### config.mk
export PLATFORM = sky130hd
export DESIGN_NAME = otter_iobus_timer
export DESIGN_NICKNAME = d
export VERILOG_FILES = /design/src/rtl/otter_io_pkg.sv /design/src/rtl/otter_tick_prescaler.sv /design/src/rtl/otter_iobus_timer.sv
export SDC_FILE = /design/constraint.sdc
export NUM_CORES = 1
export LEC_CHECK = 0
export BUFFER_PORTS_ARGS = -buffer_cell sky130_fd_sc_hd__buf_2
export CAP_MARGIN = 10
export CORE_MARGIN = 1
export CORE_UTILIZATION = 45
export DETAILED_ROUTE_END_ITERATION = 16
export PLACE_DENSITY = 0.74
export SYNTH_ARGS = -nofsm -noshare
export SYNTH_HDL_FRONTEND = slang
export SYNTH_SLANG_ARGS = --single-unit
### constraint.sdc
create_clock -name CLK -period 3 [get_ports CLK]
set_clock_uncertainty 0.2 [all_clocks]
set_input_delay 0.3 -clock CLK [delete_from_list [all_inputs] [get_ports CLK]]
set_output_delay 0.3 -clock CLK [all_outputs]
set_load 0.1 [all_outputs]
### src/rtl/otter_io_pkg.sv
// Shared definitions for OTTER IOBUS peripherals: default base addresses,
// timer register offsets and CTRL/STATUS bit positions.
package otter_io_pkg;

    localparam logic [31:0] IO_BASE_TIMER = 32'h1100_0100;
    localparam int unsigned IO_WINDOW_LSB = 5;  // 32-byte register windows

    // Timer word offsets (IOBUS_ADDR[4:2])
    localparam logic [2:0] TMR_CTRL     = 3'd0;
    localparam logic [2:0] TMR_PRESCALE = 3'd1;
    localparam logic [2:0] TMR_COMPARE  = 3'd2;
    localparam logic [2:0] TMR_COUNT    = 3'd3;
    localparam logic [2:0] TMR_STATUS   = 3'd4;

    localparam int unsigned CTRL_EN     = 0;
    localparam int unsigned CTRL_RELOAD = 1;
    localparam int unsigned CTRL_IRQ_EN = 2;

    localparam int unsigned STAT_MATCH = 0;
    localparam int unsigned STAT_OVF   = 1;

    function automatic logic io_hit(input logic [31:0] addr, input logic [31:0] base);
        return addr[31:IO_WINDOW_LSB] == base[31:IO_WINDOW_LSB];
    endfunction

endpackage

### src/rtl/otter_tick_prescaler.sv
// Divide-by-(div+1) tick generator; held at zero while disabled or when the
// divisor is rewritten.
module otter_tick_prescaler #(
    parameter int unsigned PRESCALE_W = 16
) (
    input  logic                  CLK,
    input  logic                  RST_N,
    input  logic                  en,
    input  logic                  clr,
    input  logic [PRESCALE_W-1:0] div,
    output logic                  tick
);

    logic [PRESCALE_W-1:0] cnt_q, cnt_d;

    // The tick is decided from the current count, so a clr still lets a
    // pending terminal count fire this cycle.
    assign tick = en && (cnt_q == div);

    always_comb begin
        cnt_d = cnt_q + 1'b1;
        if (!en || clr || tick) begin
            cnt_d = '0;
        end
    end

    always_ff @(posedge CLK or negedge RST_N) begin
        if (!RST_N) begin
            cnt_q <= '0;
        end else begin
            cnt_q <= cnt_d;
        end
    end

endmodule

### src/rtl/otter_iobus_timer.sv
// Memory-mapped timer/compare peripheral on the OTTER IOBUS: register file,
// prescaled counter with compare/overflow flags and a level interrupt.
module otter_iobus_timer
    import otter_io_pkg::*;
#(
    parameter logic [31:0] BASE_ADDR  = IO_BASE_TIMER,
    parameter int unsigned PRESCALE_W = 16
) (
    input  logic        CLK,
    input  logic        RST_N,
    input  logic [31:0] IOBUS_ADDR,
    input  logic [31:0] IOBUS_OUT,
    input  logic        IOBUS_WR,
    output logic [31:0] IOBUS_IN,
    output logic        INTR
);

    logic [2:0]            ctrl_q, ctrl_d;
    logic [PRESCALE_W-1:0] prescale_q, prescale_d;
    logic [31:0]           compare_q, compare_d;
    logic [31:0]           count_q, count_d;
    logic [1:0]            status_q, status_d;
    logic [31:0]           rdata_q, rdata_d;
    logic                  intr_q, intr_d;

    logic       hit, we, tick;
    logic [2:0] offset;
    logic       wr_ctrl, wr_prescale, wr_compare, wr_count, wr_status;
    logic       match_set, ovf_set;

    assign hit         = io_hit(IOBUS_ADDR, BASE_ADDR);
    assign offset      = IOBUS_ADDR[4:2];
    assign we          = IOBUS_WR && hit;
    assign wr_ctrl     = we && (offset == TMR_CTRL);
    assign wr_prescale = we && (offset == TMR_PRESCALE);
    assign wr_compare  = we && (offset == TMR_COMPARE);
    assign wr_count    = we && (offset == TMR_COUNT);
    assign wr_status   = we && (offset == TMR_STATUS);

    otter_tick_prescaler #(
        .PRESCALE_W(PRESCALE_W)
    ) u_prescaler (
        .CLK  (CLK),
        .RST_N(RST_N),
        .en   (ctrl_q[CTRL_EN]),
        .clr  (wr_prescale),
        .div  (prescale_q),
        .tick (tick)
    );

    always_comb begin
        ctrl_d     = wr_ctrl ? IOBUS_OUT[2:0] : ctrl_q;
        prescale_d = wr_prescale ? IOBUS_OUT[PRESCALE_W-1:0] : prescale_q;
        compare_d  = wr_compare ? IOBUS_OUT : compare_q;

        count_d   = count_q;
        match_set = 1'b0;
        ovf_set   = 1'b0;
        // A CPU write to COUNT pre-empts both the increment and the compare.
        if (wr_count) begin
            count_d = IOBUS_OUT;
        end else if (tick) begin
            if (count_q == compare_q) begin
                match_set = 1'b1;
                if (ctrl_q[CTRL_RELOAD]) begin
                    count_d = '0;
                end else begin
                    count_d = count_q + 32'd1;
                    ovf_set = (count_q == 32'hFFFF_FFFF);
                end
            end else begin
                count_d = count_q + 32'd1;
                ovf_set = (count_q == 32'hFFFF_FFFF);
            end
        end

        status_d = status_q;
        if (wr_status) begin
            status_d = status_q & ~IOBUS_OUT[1:0];
        end
        status_d[STAT_MATCH] = status_d[STAT_MATCH] | match_set;
        status_d[STAT_OVF]   = status_d[STAT_OVF] | ovf_set;
    end

    always_comb begin
        rdata_d = '0;
        if (hit) begin
            case (offset)
                TMR_CTRL:     rdata_d = {29'd0, ctrl_q};
                TMR_PRESCALE: rdata_d = 32'(prescale_q);
                TMR_COMPARE:  rdata_d = compare_q;
                TMR_COUNT:    rdata_d = count_q;
                TMR_STATUS:   rdata_d = {30'd0, status_q};
                default:      rdata_d = '0;
            endcase
        end
        intr_d = ctrl_q[CTRL_IRQ_EN] && status_q[STAT_MATCH];
    end

    always_ff @(posedge CLK or negedge RST_N) begin
        if (!RST_N) begin
            ctrl_q     <= '0;
            prescale_q <= '0;
            compare_q  <= 32'hFFFF_FFFF;
            count_q    <= '0;
            status_q   <= '0;
            rdata_q    <= '0;
            intr_q     <= 1'b0;
        end else begin
            ctrl_q     <= ctrl_d;
            prescale_q <= prescale_d;
            compare_q  <= compare_d;
            count_q    <= count_d;
            status_q   <= status_d;
            rdata_q    <= rdata_d;
            intr_q     <= intr_d;
        end
    end

    assign IOBUS_IN = rdata_q;
    assign INTR     = intr_q;

endmodule
==> flow_metrics.py <==
metrics = {
    "sta": {
        "tns_ps": 0,
        "hold_viol": 0,
        "tightest_slew_ps": 668.0,
        "slew_headroom_pct": 55.37,
        "setup_viol": 0,
        "period_minus_slack_ps": 2855,
        "finalCritPeriodShare_pct": 95.18,
        "holdWs_ps": 56.21,
        "slew_viol_final": 0,
        "fmax_ghz": 0.3502,
    },
    "place": {
        "port_buffers": 97,
        "postPlaceCellArea_um2": 8174,
        "place_hpwl_um": 14400,
        "gp_congestion": 0.9451,
    },
    "synthesis": {
        "yosysWarnings": 0,
        "synth_cells": 727,
        "synthArstFlopShare_pct": 100.0,
        "synth_most_common_cell": "dfrtp_1",
        "post-synth-top-area-cell": "dfrtp_1",
        "syn_avg_cell_area_um2": 10.05,
        "synth_common_cells": "dfrtp_1 (102), nor2_1 (82), mux2_2 (64)",
        "synth_seq_cells": 134,
        "synth-edff-count": 0,
        "synth.distinct_cells": 47,
        "ys_seq_area_share_pct": 46.43,
        "syn_nets": 796,
        "synth_top_area_share_pct": 34.93,
        "synth_ff_type": "dfrtp_1",
        "synth_area_leaders": "dfrtp_1 (35%), dfstp_2 (12%), mux2_2 (9.9%), xnor2_1 (6.0%), nor2_1 (4.2%)",
        "synth_area_um2": 7308,
    },
    "floorplanning": {
        "die_area_um2": 16750,
        "die_x_um": 129.4,
        "row_count": 46,
        "start_util_pct": 46.01,
        "core_area_um2": 15890,
        "die_h_um": 129.4,
        "ios": 100,
    },
    "routing": {
        "drtIter0Drc": 661,
        "final_antenna_net_count": 0,
        "post_drt_wl_per_cell_um": 18.93,
        "wl_um": 20690,
        "dr.pass1.iters": 5,
        "drc": 0,
        "vias": 6436,
        "via_per_inst": 5.888,
    },
    "grt": {
        "globalRouteTotalUtil_pct": 25.92,
        "antenna_found_initial": 0,
        "grt_max_degree": 47,
        "first_global_vias": 6087,
        "grt_pass1_wl_um": 32660,
        "overflow": 0,
    },
    "power_and_ir_drop": {
        "finalPower_w": 0.004098,
        "leakage_nw": 3.853,
        "p_per_area_nw_per_um2": 449.7,
        "max-vdd-ir-drop_uv": 400.5,
    },
    "clock_network": {
        "cts.sinks": 134,
        "cts_buffers": 17,
        "path_clk_slew_ps": 60,
        "cts_tree": "yes",
        "ctsHtreeMaxLevel": 4,
        "clk_latency_ps": 430,
        "cts_buffer_depth": 2,
        "root_buffer": "clkbuf_16",
    },
    "worst_setup_path": {
        "arrival_ps": 3000,
        "worstPathMaxFanout": 9,
        "crit_path_end_kind": "register",
        "crit_path_start_kind": "register",
        "cp.required_ps": 3150,
        "crit_type": "register to register",
    },
    "flow_run": {
        "cap_violations": 0,
    },
    "final_layout": {
        "nets": 933,
        "postLayoutCellArea_um2": 9112,
        "antennaDiodeCount": 0,
        "area_delta_synth_final_pct": 24.69,
        "fillerInstances": 1404,
        "drive_gt1_share_pct": 30.79,
        "final_util_pct": 57.36,
    },
    "hold_path": {
        "hp-class": "input port to register",
    },
    "status": {
        "status": "finished clean",
    },
}
placed cells by master (no fill, tap or decap), drive strengths merged, types with 21 or more instances in the layout:
master       synthesis  final
a22oi               34     34
xnor2               50     50
dfrtp              102    102
nand3               21     21
dfstp               32     32
a31oi               37     37
nand4               28     28
nand2               37     37
mux2                66     66
o21ai               25     25
dlygate4sd3          0     33
nor2                82     82
buf                  7    133
report_power, final:
part / internal, W / total, W / switching (W)
clock: 0.00125 / 0.00208 / 0.000833
sequential: 0.00181 / 0.00181 / 0.000000000144
combinational: 0.0000940 / 0.000208 / 0.000114
total: 0.00315 / 0.00410 / 0.000947
state kept, by name, indices dropped and copies added (netlist names):
register           count
INTR                   1
IOBUS_IN              32
compare_q             32
count_q               32
ctrl_q                 3
prescale_q            16
status_q               2
u_prescaler.cnt_q     16
worst paths after layout:
check / slack, ps / from / to / depth (start not counted)
max in group asynchronous: 1710 / RST_N / compare_q[2] / 3
hold reg to reg: 310 / ctrl_q[2] / INTR / 1
setup / recovery: 140 / u_prescaler.cnt_q[0] / count_q[22] / 7
min in group asynchronous: 160 / RST_N / count_q[29] / 2
hold / removal: 60 / IOBUS_ADDR[4] / status_q[0] / 4
setup reg to reg: 140 / u_prescaler.cnt_q[0] / count_q[22] / 7
cells by family (layout without fill, tap and decap cells):
kind of cell             Yosys count  in the layout  synth area share [%]
AO/OA/AOI/OAI                    134            134                 12.17
adder cells (fa/ha/maj)            2              2                0.3424
flip-flops                       134            134                 46.43
XOR/XNOR                          63             63                 7.550
AND/OR/NAND/NOR                  273            273                 20.13
multiplexers                      67             67                 10.48
buffers and inverters             54            204                 2.893
layout make-up:
class	instances	area [µm²]	area share [%]
Multi-Input combinational cell	539	3720	40.82
Sequential cell	134	3393	37.24
Timing Repair Buffer	166	1117	12.26
Clock buffer	18	439.2	4.819
Tap cell	216	270.3	2.966
Clock inverter	14	150.1	1.648
Inverter	6	22.52	0.2472
through the flow:
stage	setup slack (ps)	std cells
2_1_floorplan	307.9	727
3_3_place_gp	177.3	1027
3_5_place_dp	134.8	1027
4_1_cts	120.8	1092
5_1_grt	-5.243	1093
6_report	144.7	1093
worst max-delay path: stages, from the launching register on:
cell and delay [ps]:
dfrtp_1 430, xnor2_2 230, or4bb_4 580, nor4_4 350
nand2_2 90, buf_4 180, or4_1 520, a31oi_1 170
per-layer routing:
layer	wire length, µm	GRT usage [%]	part of all wire, %
met2	9623	39.97	47
met5	0	0	0
met4	610	10.53	2.9
met1	8826	34.91	43
met3	1629	6.524	7.9
timing repair:
action | CTS | global route
gates resized for setup | 0 | 2
hold buffers | 33 | 0
buffers inserted | 0 | 1
setup endpoints to repair | 0 | 6
endpoints found under the hold margin | 145 | 0
(Power assumes the default switching activity.)
